### config.mk
export PLATFORM = sky130hd
export DESIGN_NAME = tdm_slot_demux
export DESIGN_NICKNAME = d
export VERILOG_FILES = /design/src/rtl/tdm_slot_demux.sv
export SDC_FILE = /design/constraint.sdc
export NUM_CORES = 1
export LEC_CHECK = 0
export BUFFER_PORTS_ARGS = -buffer_cell sky130_fd_sc_hd__buf_2
export CAP_MARGIN = 20
export CORE_UTILIZATION = 30
export CTS_CLUSTER_DIAMETER = 40
export DETAILED_ROUTE_END_ITERATION = 10
export SETUP_SLACK_MARGIN = 0.02
export SYNTH_ARGS = -nofsm -noshare
export SYNTH_HDL_FRONTEND = slang
export SYNTH_SLANG_ARGS = --single-unit
### constraint.sdc
create_clock -name clock -period 3.94 [get_ports clock]
set_input_delay 0 -clock clock [delete_from_list [all_inputs] [get_ports clock]]
set_output_delay 0 -clock clock [all_outputs]
set_load 0.1 [all_outputs]
### src/rtl/tdm_slot_demux.sv
// tdm_slot_demux: receive side of the three-source TDM link. Recreates the
// transmitter's frame counter, decodes slot ownership from the counter delayed
// by LATENCY, and steers each valid word into one of three per-channel FIFOs
// that drain through valid/ready. Defining TDM_SLOT_DEMUX_DROP_CNT_EN adds
// saturating per-channel drop counters on the drop_cnt port.
module tdm_slot_demux #(
    parameter int PERIOD    = 15,
    parameter int THR_ONE   = 10,
    parameter int THR_TWO   = 5,
    parameter int THR_THREE = 0,
    parameter int LATENCY   = 1,
    parameter int DEPTH     = 4
) (
    input  logic        clock,
    input  logic        reset,
    input  logic [7:0]  in_data,
    input  logic        in_valid,
    output logic [23:0] out_data,
    output logic [2:0]  out_valid,
    input  logic [2:0]  out_ready,
    output logic [2:0]  overflow,
    output logic        guard_err,
    input  logic        clear_err
`ifdef TDM_SLOT_DEMUX_DROP_CNT_EN
    ,
    output logic [23:0] drop_cnt
`endif
);
    localparam int CW = $clog2(PERIOD) + 1;
    localparam int AW = $clog2(DEPTH);
    localparam logic [CW-1:0] P  = CW'(PERIOD);
    localparam logic [CW-1:0] T1 = CW'(THR_ONE);
    localparam logic [CW-1:0] T2 = CW'(THR_TWO);
    localparam logic [CW-1:0] T3 = CW'(THR_THREE);

    logic [CW-1:0]      count;
    logic [CW-1:0]      dly [LATENCY];
    logic [LATENCY-1:0] dly_v;
    logic [CW-1:0]      slot;
    logic               live;
    logic [2:0]         wr;
    logic [2:0]         drop;
    logic               guard_ev;

    // frame counter plus the delay line that realigns it with the received words
    always_ff @(posedge clock or negedge reset) begin
        if (!reset) begin
            count <= P;
            dly_v <= '0;
            for (int i = 0; i < LATENCY; i++) dly[i] <= '0;
        end else begin
            count    <= (count == '0) ? P : count - 1'b1;
            dly[0]   <= count;
            dly_v[0] <= 1'b1;
            for (int i = 1; i < LATENCY; i++) begin
                dly[i]   <= dly[i-1];
                dly_v[i] <= dly_v[i-1];
            end
        end
    end

    assign slot     = dly[LATENCY-1];
    assign live     = dly_v[LATENCY-1] & in_valid;
    assign wr[0]    = live & (slot > T1);
    assign wr[1]    = live & (slot <= T1) & (slot > T2);
    assign wr[2]    = live & (slot <= T2) & (slot > T3);
    assign guard_ev = live & (slot <= T3);

    genvar g;
    generate
        for (g = 0; g < 3; g++) begin : g_ch
            logic [7:0]  mem [DEPTH];
            logic [AW-1:0] wp, rp;
            logic [AW:0] cnt;
            logic [7:0]  hold;
            logic        empty, full, push, pop;

            assign empty   = (cnt == '0);
            assign full    = (cnt == (AW+1)'(DEPTH));
            assign pop     = !empty & out_ready[g];
            assign push    = wr[g] & (!full | pop);
            assign drop[g] = wr[g] & full & !pop;
            assign out_valid[g]      = !empty;
            assign out_data[8*g +: 8] = empty ? hold : mem[rp];

            // storage array; a push into a full FIFO with a pop reuses the head slot
            always_ff @(posedge clock) begin
                if (push) mem[wp] <= in_data;
            end

            // pointers, occupancy and the last-popped word shown while empty
            always_ff @(posedge clock or negedge reset) begin
                if (!reset) begin
                    wp   <= '0;
                    rp   <= '0;
                    cnt  <= '0;
                    hold <= '0;
                end else begin
                    wp   <= wp + AW'(push);
                    rp   <= rp + AW'(pop);
                    cnt  <= cnt + (AW+1)'(push) - (AW+1)'(pop);
                    hold <= pop ? mem[rp] : hold;
                end
            end

`ifdef TDM_SLOT_DEMUX_DROP_CNT_EN
            logic [7:0] dcnt;
            assign drop_cnt[8*g +: 8] = dcnt;

            // saturating drop counter; a drop on a clearing edge leaves a count of one
            always_ff @(posedge clock or negedge reset) begin
                if (!reset) dcnt <= '0;
                else dcnt <= drop[g] ? (clear_err ? 8'd1 : (&dcnt ? dcnt : dcnt + 8'd1))
                                     : (clear_err ? 8'd0 : dcnt);
            end
`endif
        end
    endgenerate

    // sticky error flags; a new event on a clearing edge keeps its bit set
    always_ff @(posedge clock or negedge reset) begin
        if (!reset) begin
            overflow  <= '0;
            guard_err <= 1'b0;
        end else begin
            overflow  <= (overflow & ~{3{clear_err}}) | drop;
            guard_err <= (guard_err & ~clear_err) | guard_ev;
        end
    end
endmodule

# == Word-level counts from Yosys, hierarchy flattened ==
# Memory sizes are Yosys's and may differ from the RTL's.
# Index checks and enable logic that the tools add are counted.
# op_classes
magnitude_cmp,6
n_bitwise,28
n_eq_ne,3
n_addsub,13
n_reduce_logical,13
muxes,10
# op_table
operator,n
8-bit 2-to-1 mux,3
1-bit bitwise AND,20
2-bit by 1-bit adder with 2-bit output,6
3-bit by 1-bit adder with 3-bit output,3
"3-bit equality test, second input constant",3
1-bit logical NOT,9
3-bit logical NOT,3
3-bit by 1-bit subtractor with 3-bit output,3
1-bit 2-to-1 mux,6
"5-bit by 1-bit greater-than comparator with 1-bit output, second input constant",1
"5-bit by 3-bit greater-than comparator with 1-bit output, second input constant",1
"5-bit by 4-bit greater-than comparator with 1-bit output, second input constant",1
"5-bit by 1-bit <= comparator with 1-bit output, second input constant",1
"5-bit by 3-bit <= comparator with 1-bit output, second input constant",1
"5-bit by 4-bit <= comparator with 1-bit output, second input constant",1
5-bit logical NOT,1
5-bit 2-to-1 mux,1
"5-bit by 1-bit subtractor with 5-bit output, second input constant",1
1-bit bitwise OR,4
3-bit bitwise AND,1
3-bit inverter,1
3-bit bitwise OR,1
1-bit inverter,1
# totals
elab_cells,93
output_inout_bits,31
ff_bits,60
mem_count,3
mem_bits_rw,96
# mem_list
memory,depth,width,rd,rd_ports_with_merged_regs,wr,line,text
g_ch[0].mem,4,8,1,0,1,72,logic [7:0] mem [DEPTH];
g_ch[1].mem,4,8,1,0,1,72,
g_ch[2].mem,4,8,1,0,1,72,

# == Logic depth before layout (Yosys ltp) ==
# Gate-level depths: netlist of run 1.
# depth
ltp_word,7
mapped_depth,11
ltp_nobuf,10

# == Worst setup path before layout of run 1 ==
# Ideal clock, no wire load.
# synth_timing
kind,reg2reg
from,register g_ch[0].cnt[1]
to,register g_ch[0].cnt[2]
arrival_ns,2.523
required_time_ns,3.814
setup_time_ns,0.126
path_slack_ns,1.292
n_path_buf,1
path_stages_with_launch,12
path_cell_list,dfrtp_1 > or3_1 > buf_2 > nand2_4 > inv_1 > ha_1 > inv_1 > ha_1 > inv_1 > fa_1 > xnor2_1 > xnor2_1
# synth_between
elab_chain_cells,7
# synth_lines
item,line,text
"start, declared",74,logic [AW:0] cnt;
"start signal, assigned",101,cnt <= cnt + (AW+1)'(push) - (AW+1)'(pop);
3-bit logical NOT (*),78,assign empty = (cnt == '0);
1-bit logical NOT (*),--,
net out_valid[0],19,"output logic [2:0] out_valid,"
1-bit bitwise AND (*),80,assign pop = !empty & out_ready[g];
net g_ch[0].pop,76,"logic empty, full, push, pop;"
1-bit bitwise OR,81,assign push = wr[g] & (!full | pop);
1-bit bitwise AND,81,
3-bit by 1-bit adder with 3-bit output,101,
3-bit by 1-bit subtractor with 3-bit output (*),101,
# Mark *: on every way through the listed nets, which the timed path passes. The rest lies on a longest branch.
# A chain may end at the register's enable or synchronous reset.

# == Final worst setup path of run 1 ==
# layout_timing
from,register g_ch[1].cnt[1]
to,register g_ch[1].cnt[2]
# layout_between
elab_chain_cells,7
# layout_lines
item,line
"start, declared",74
"start signal, assigned",101
3-bit logical NOT (*),78
1-bit logical NOT (*),80
1-bit bitwise AND (*),80
net g_ch[1].pop,76
1-bit bitwise OR,81
1-bit bitwise AND,81
3-bit by 1-bit adder with 3-bit output,101
3-bit by 1-bit subtractor with 3-bit output (*),101
# Marks and branches as above.

==> impl_metrics.yaml, run 1 <==
run_status:
  outcome: "finished, final reports clean"
cells_and_area:
  fin_area_mm2: 0.00764
  layout-drive-gt1-share_pct: 39.8
  multi_input_area_mm2: 0.00179
  syn2layout_area_growth_pct: 21.3
  fin_nets: 450
  n_antenna_cell: 0
  seq_area_mm2: 0.00439
  fillCellCount: 1950
worst_setup_path:
  required_ns: 4.28
  start_kind: "register"
  arrival_ns: 3.04
  crit_type: "register to register"
  cp-end-kind: "register"
  cp_max_fo: 10
  worst_r2r_path_depth: 10
clock_network:
  cts.clk_slew.worst_paths_ns: 0.06
  post-cts-setup-buffers: 0
  htreeDepth: 4
  cts_sinks: 156
  tritoncts: "built"
  clk_path_buf_depth: 2
  root_buffer: "clkbuf_16"
  clock_latency_ns: 0.42
  ctsResizeCount: 0
  cts_inserted_buffers: 17
  cts_hold_buffers: 13
yosys:
  yosys.area.top_type: "edfxtp_1"
  synth_xor_area_share_pct: 1.81
  yosysUniqueCellTypes: 42
  synthesis.nets: 369
  synth_edf_count: 96
  async_flop_share_pct: 38.5
  yosys.area_share.simple_pct: 3.91
  synthMuxAreaShare_pct: 17.2
  synth.top_cells.by_count: "edfxtp_1 (96), dfrtp_1 (56), mux2_2 (48)"
  synth_top_family_by_area: "multiplexers"
  ys_warn_count: 0
  synth_area_mm2: 0.00630
  synth-seq-cells: 156
  yosysTopAreaCellShare_pct: 45.7
  synth.most_common_cell: "edfxtp_1"
  ys.flop_type: "edfxtp_1"
  synthAdderAreaFrac_pct: 3.53
  seq_area_frac_synth_pct: 69.6
  synth_compound_area_share_pct: 1.97
  synthTopCellsByArea: "edfxtp_1 (46%), dfrtp_1 (22%), mux2_2 (8.6%)"
  synthCells: 338
  avgSynthCellArea_um2: 18.6
die:
  die_y_um: 147
  rows: 52
  die-area_mm2: 0.0216
  core_mm2: 0.0204
  start_util_pct: 30.8
  io_pins: 46
  die-width_um: 147
global_route:
  grt_antenna_before_repair: 0
  grt_usage_pct: 12.0
  grt_pass1_wl_um: 18800
  grt_pass1_vias: 3357
  grt_overflow: 0
  grt_max_degree: 33
routing:
  viasPerCell: 4.53
  routed_wirelength_um: 11800
  via_count: 3178
  m1WireLength_um: 5300
  drc_errors: 0
  dr_wl_met2_um: 5840
  drtPass1Iterations: 4
  ant_nets: 0
  top_layer: "met4"
  met3_length_um: 409
  initialDrtViolationCount: 159
  wl_per_cell_um: 16.8
min_path:
  min_path_cells: 3
  hp-class: "primary input to register"
placement:
  place_congestion: 0.675
  port_buffers: 45
  hpwl_um: 8180
  placed_cell_area_mm2: 0.00691
timing:
  skew_ns: 0.00806
  slew_viol_final: 0
  finalCriticalPeriod_ns: 2.70
  fmax_mhz: 370
  setup_viol: 0
  slew_headroom_pct: 48.5
  min_period_over_period_pct: 68.5
  tightest_slew_ns: 0.770
  hold_viol: 0
  fin_tns_setup_ns: 0
  rsz0062_at_grt: "false"
run:
  cap_violations: 0
critical path, cell delays in order (launching register included):
cell and delay [ns]:
dfrtp_1 0.43, or3_1 0.59, nand2_2 0.28, inv_1 0.10, ha_1 0.30, inv_1 0.06
ha_1 0.13, inv_1 0.05, fa_1 0.38, xnor2_1 0.18, xnor2_1 0.14
path summary, 6_finish.rpt:
kind	startpoint	to	slack, ns
worst max-delay path	g_ch[1].cnt[1]	g_ch[1].cnt[2]	1.24
worst min-delay path	out_ready[0]	g_ch[0].hold[0]	0.03
worst max register to register	g_ch[1].cnt[1]	g_ch[1].cnt[2]	1.24
worst min register to register	count[3]	dly[3]	0.41
max in group asynchronous	reset	count[2]	2.79
min in group asynchronous	reset	g_ch[0].cnt[1]	0.19
placed cells by master, fill, tap and decap left out, drive strengths merged, types with 2 or more instances in the layout:
cell type | Yosys | layout
edfxtp | 96 | 96
buf | 6 | 58
dfrtp | 56 | 56
mux2 | 48 | 48
mux4 | 24 | 24
inv | 19 | 21
clkbuf | 3 | 18
ha | 13 | 13
dlygate4sd3 | 0 | 13
nand2 | 9 | 9
xor2 | 8 | 8
nor4b | 6 | 6
clkinv | 0 | 6
xnor2 | 5 | 5
or3 | 4 | 4
nor2 | 4 | 4
dfstp | 4 | 4
nor3 | 3 | 3
fa | 3 | 3
bufinv | 0 | 3
clkinvlp | 0 | 3
a21o | 2 | 2
o2bb2ai | 2 | 2
a21oi | 2 | 2
a22o | 2 | 2
nand2b | 2 | 2
nor3b | 2 | 2
nor4 | 2 | 2
flip-flops by register name (all words and copies together) (netlist names):
register and cells:
count 5, dly 5, dly_v 1, g_ch.cnt 9, g_ch.hold 24, g_ch.mem 96, g_ch.rp 6, g_ch.wp 6
guard_err 1, overflow 3
stage by stage:
step | setup WS (ns) | utilization (%) | hold WS [ns] | cells
6_report | 1.24 | 37.4 | 0.0286 | 702
2_1_floorplan | 1.29 | - | -0.296 | 338
3_5_place_dp | 1.22 | 33.8 | 0.119 | 657
5_1_grt | 1.01 | 37.4 | 0.0276 | 702
4_1_cts | 1.22 | 37.4 | 0.0102 | 702
3_3_place_gp | 1.33 | 33.8 | 0.109 | 657
cell families after synthesis:
logic type,after synthesis
buf+inv,28
mux,72
simple gates,37
flops,156
compound gates,15
xor+xnor,13
other cells,1
fa+ha+maj,16
per-layer routing:
metal,GRT usage (%),vias up
li1,-,1466
met1,14.7,1646
met2,19.5,49
met3,3.26,17
met4,5.98,0
met5,0,-
area by class of cell:
type / count / area share, %
inverter: 19 / 0.933
sequential: 156 / 57.4
multi-input combinational: 154 / 23.4
timing repair buffer: 71 / 5.93
tap: 270 / 4.42
clock buffer: 18 / 5.62
clock inverter: 14 / 2.23
Power of run 1 is left out: the tool's default activity adds up to more than one toggle a clock period on the data nets, which glitch-free logic cannot reach.
==> run 2: changes to the inputs <==
==> constraint.sdc (replaced) <==
create_clock -name clock -period 2.4 [get_ports clock]
set_input_delay 0 -clock clock [delete_from_list [all_inputs] [get_ports clock]]
set_output_delay 0 -clock clock [all_outputs]
set_load 0.1 [all_outputs]
==> impl_metrics.yaml, run 2 (synthesized netlist as in run 1, its figures left out) <==
cells_and_area:
  largest_reg_flops: 96
  syn2layout_area_growth_pct: 25.7
  fin_cells: 722
  post-route-util_pct: 38.8
  fillCellCount: 1872
  top_regs: "g_ch.mem x96, g_ch.hold x24, g_ch.cnt x9"
  final_common_cell: "edfxtp_1"
  layout-drive-gt1-share_pct: 46.2
  final_cell_mix: "edfxtp_1 (96), dfrtp_1 (50), mux2_2 (48), buf_2 (45), buf_4 (31)"
  fin_nets: 470
  n_antenna_cell: 0
  largest_register: "g_ch.mem"
worst_setup_path:
  worst_r2r_path_depth: 8
  start_kind: "register"
  crit_type: "register to register"
  rr_startpoint: "dly[2]"
  reg2reg_to: "g_ch[2].cnt[2]"
  cp_max_fo: 4
  required_ns: 2.71
  arrival_ns: 2.67
  cp-end-kind: "register"
  r2r_slack_ns: 0.04
timing:
  fmax_mhz: 424
  finalCriticalPeriod_ns: 2.36
  tightest_slew_ns: 0.794
  rsz0062_at_grt: "true"
  fin_tns_setup_ns: 0
  setup_viol: 0
  slew_viol_final: 0
  min_period_over_period_pct: 98.3
  skew_ns: 0.0116
  hold_viol: 0
  post-route-worst-setup-slack_ns: 0.0401
  slew_headroom_pct: 46.9
die:
  start_util_pct: 30.8
  die-width_um: 147
  die-area_mm2: 0.0216
  die_y_um: 147
  rows: 52
  core_mm2: 0.0204
  io_pins: 46
global_route:
  grt_max_degree: 43
  grt_overflow: 0
  grt_pass1_vias: 3460
  grt_antenna_before_repair: 0
  grt_usage_pct: 11.6
  grt_pass1_wl_um: 18600
run:
  cap_violations: 0
min_path:
  hold_end: "overflow[2]"
  hp-class: "primary input to register"
  min_path_cells: 4
  hold_path_startpoint: "in_valid"
routing:
  drtPass1Iterations: 4
  wl_per_cell_um: 16.0
  via_count: 3267
  ant_nets: 0
  viasPerCell: 4.52
  drc_errors: 0
  initialDrtViolationCount: 110
  routed_wirelength_um: 11500
clock_network:
  clock_latency_ns: 0.42
  cts_inserted_buffers: 17
  tritoncts: "built"
  clk_path_buf_depth: 2
  cts.clk_slew.worst_paths_ns: 0.06
  cts_sinks: 156
  htreeDepth: 4
  root_buffer: "clkbuf_16"
placement:
  dpl.cell_count: 668
  place_ws_ns: 0.000486
  hpwl_um: 7770
  port_buffers: 45
  place_congestion: 0.690
run_status:
  outcome: "finished, final reports clean"
run 2: changes by cell type in the layout (fill, tap and decap cells not counted), moves of 3 or more:
cell	change
or3_1	-3
or3_4	+3
buf_4	+18
dfrtp_2	+6
dfrtp_1	-6
run 2: critical path, cell delays in order (launching register included):
cell and delay (ns):
dfrtp_2 0.44, or4_4 0.58, o2111ai_4 0.23, ha_1 0.17, inv_1 0.04, ha_1 0.18
fa_2 0.33, xor2_1 0.15, xnor2_1 0.13
run 2: area by class of cell:
type	count	area, um2	area share, %
flip-flops and latches	156	4400	55.5
multi-input cells	154	1920	24.2
repair buffers	91	618	7.80
clock buffers	20	437	5.51
well taps	270	338	4.26
clock inverters	12	148	1.86
inverters	19	71.3	0.900
run 2: how the worst max path moves through the flow:
| stage | to | cells after the start | from |
|---|---|---|---|
| detailed placement | g_ch[1].cnt[2] | 10 | dly[1] |
| global placement | g_ch[1].cnt[2] | 10 | dly[1] |
| floorplan | g_ch[2].cnt[2] | 8 | g_ch[2].cnt[1] |
| finish | g_ch[2].cnt[2] | 8 | dly[2] |
| global route | g_ch[0].cnt[2] | 10 | g_ch[0].cnt[0] |
| CTS | g_ch[1].cnt[2] | 10 | dly[1] |
run 2: layer usage:
| metal | global-route usage [%] | vias up | wire (um) |
|---|---|---|---|
| li1 | - | 1499 | - |
| met5 | 0 | - | 0 |
| met4 | 4.95 | 0 | 151 |
| met1 | 14.5 | 1709 | 5210 |
| met2 | 19.1 | 47 | 5810 |
| met3 | 3.04 | 12 | 364 |
run 2: metrics by stage:
stage | hold slack [ns] | instance area, um2
6_report | 0.0521 | 7930
5_1_grt | 0.0856 | 7930
4_1_cts | 0.0124 | 7800
3_5_place_dp | 0.216 | 7040
3_3_place_gp | 0.219 | 7040
2_1_floorplan | -0.296 | 6380
run 2: what timing repair did:
item	4_1_cts	5_1_grt
resized for setup	8	13
setup buffers	0	7
setup endpoints to repair	2	24
hold buffers	14	0
pin swaps	6	5
gates cloned	0	0
hold endpoints to repair	148	0
Power of run 2 is left out for the same reason.
==> run 3: changes to the inputs <==
--- a/config.mk
+++ b/config.mk
@@ -7,9 +7,12 @@
 export LEC_CHECK = 0
 export BUFFER_PORTS_ARGS = -buffer_cell sky130_fd_sc_hd__buf_2
 export CAP_MARGIN = 20
+export CELL_PAD_IN_SITES_DETAIL_PLACEMENT = 1
+export CELL_PAD_IN_SITES_GLOBAL_PLACEMENT = 2
 export CORE_UTILIZATION = 30
 export CTS_CLUSTER_DIAMETER = 40
 export DETAILED_ROUTE_END_ITERATION = 10
+export PLACE_DENSITY_LB_ADDON = 0.1
 export SETUP_SLACK_MARGIN = 0.02
 export SYNTH_ARGS = -nofsm -noshare
 export SYNTH_HDL_FRONTEND = slang
==> impl_metrics.yaml, run 3 (synthesized netlist as in run 1, its figures left out) <==
run:
  cap_violations: 0
clock_network:
  cts.clk_slew.worst_paths_ns: 0.06
  clk_path_buf_depth: 2
  tritoncts: "built"
  cts_sinks: 156
  cts_inserted_buffers: 17
  root_buffer: "clkbuf_16"
  htreeDepth: 4
  clock_latency_ns: 0.42
timing:
  rsz0062_at_grt: "true"
  fmax_mhz: 426
  setup_viol: 0
  finalCriticalPeriod_ns: 2.35
  min_period_over_period_pct: 97.8
  skew_ns: 0.0109
  slew_viol_final: 0
  post-route-worst-setup-slack_ns: 0.0517
  hold_viol: 0
worst_setup_path:
  slowest_delay_ns: 0.53
  crit_type: "register to register"
  arrival_ns: 2.65
  cp-end-kind: "register"
  path_cells: "buf_6 > or4_4 > o2111ai_4 > ha_1 > inv_1 > ha_2 > fa_2 > xor2_1 > xnor2_1"
  start_kind: "register"
  cp_max_fo: 3
  required_ns: 2.71
  crit_slowest_cell: "or4_4"
global_route:
  grt_pass1_wl_um: 20400
  grt_pass1_vias: 3622
  grt_usage_pct: 12.9
  grt_antenna_before_repair: 0
  grt_max_degree: 61
  grt_overflow: 0
placement:
  port_buffers: 45
  hpwl_um: 8350
  place_congestion: 0.725
  dpl.cell_count: 676
  place_ws_ns: -0.0877
  placed_cell_area_mm2: 0.00711
cells_and_area:
  n_antenna_cell: 0
  layout-drive-gt1-share_pct: 45.5
  fin_nets: 471
  top_regs: "g_ch.mem x96, g_ch.hold x24, g_ch.cnt x9"
  fin_area_mm2: 0.00794
  largest_reg_flops: 96
  largest_register: "g_ch.mem"
  final_cell_mix: "edfxtp_1 (96), dfrtp_1 (55), mux2_2 (48), buf_2 (45), buf_4 (31)"
  syn2layout_area_growth_pct: 26.0
  fin_cells: 723
  final_common_cell: "edfxtp_1"
die:
  die-area_mm2: 0.0216
  io_pins: 46
  rows: 52
  start_util_pct: 30.8
  core_mm2: 0.0204
  die_y_um: 147
  die-width_um: 147
routing:
  routed_wirelength_um: 12700
  drtPass1Iterations: 5
  via_count: 3278
  ant_nets: 0
  initialDrtViolationCount: 85
  wl_per_cell_um: 17.5
  drc_errors: 0
  viasPerCell: 4.53
min_path:
  hp-class: "primary input to register"
run_status:
  outcome: "finished, final reports clean"
[run 3: cell count changes in the layout (fill, tap and decap cells not counted), sizes merged]
cell / delta
clkbuf: +3
clkinv: -2
dlygate4sd3: -1
buf: +2
inv: +1
clkinvlp: -2
[run 3: critical path: cells and delay by family, from the launching register on]
kind	cells	cell delay, ns
AO/OA/AOI/OAI	1	0.22
AND/OR/NAND/NOR	1	0.53
adder cells (fa/ha/maj)	3	0.64
flip-flops	1	0.41
XOR/XNOR	2	0.27
buffers and inverters	2	0.17
[run 3: timing repair]
item / CTS / global route
hold buffers: 13 / 0
hold endpoints to repair: 176 / 0
gates resized for setup: 4 / 11
pin swaps: 4 / 4
setup buffers: 2 / 0
setup endpoints to repair: 2 / 4
[run 3: layout make-up]
class	count	area [um2]
multi-input combinational	154	1900
fill	2059	12500
tap	270	338
clock inverter	9	136
inverter	19	71.3
clock buffer	23	478
sequential	156	4390
timing repair buffer	92	631
[run 3: path summary, 6_finish.rpt]
path / startpoint / endpoint / slack, ns / cells after the start
setup / recovery: dly[2] / g_ch[2].cnt[2] / 0.05 / 9
hold / removal: in_valid / guard_err / 0.02 / 4
setup reg to reg: dly[2] / g_ch[2].cnt[2] / 0.05 / 9
hold reg to reg: count[3] / dly[3] / 0.42 / 0
max in group asynchronous: reset / count[1] / 1.92 / 3
min in group asynchronous: reset / g_ch[0].hold[7] / 0.11 / 3
[run 3: routing by layer]
layer | track usage, % | vias up | wire length [um]
li1 | - | 1505 | -
met1 | 16.4 | 1718 | 5720
met2 | 21.0 | 42 | 6350
met3 | 3.14 | 13 | 438
met4 | 5.41 | 0 | 179
met5 | 0 | - | 0
[run 3: per-stage QoR]
stage,util [%],hold WS [ns],setup TNS [ns]
global placement,34.8,0.0478,-0.0288
floorplan,-,-0.296,0
global route,38.9,0.0363,-0.121
CTS,38.6,0.00649,0
detailed placement,34.8,0.0519,-0.115
finish,38.9,0.0194,0
Power of run 3 is left out for the same reason.
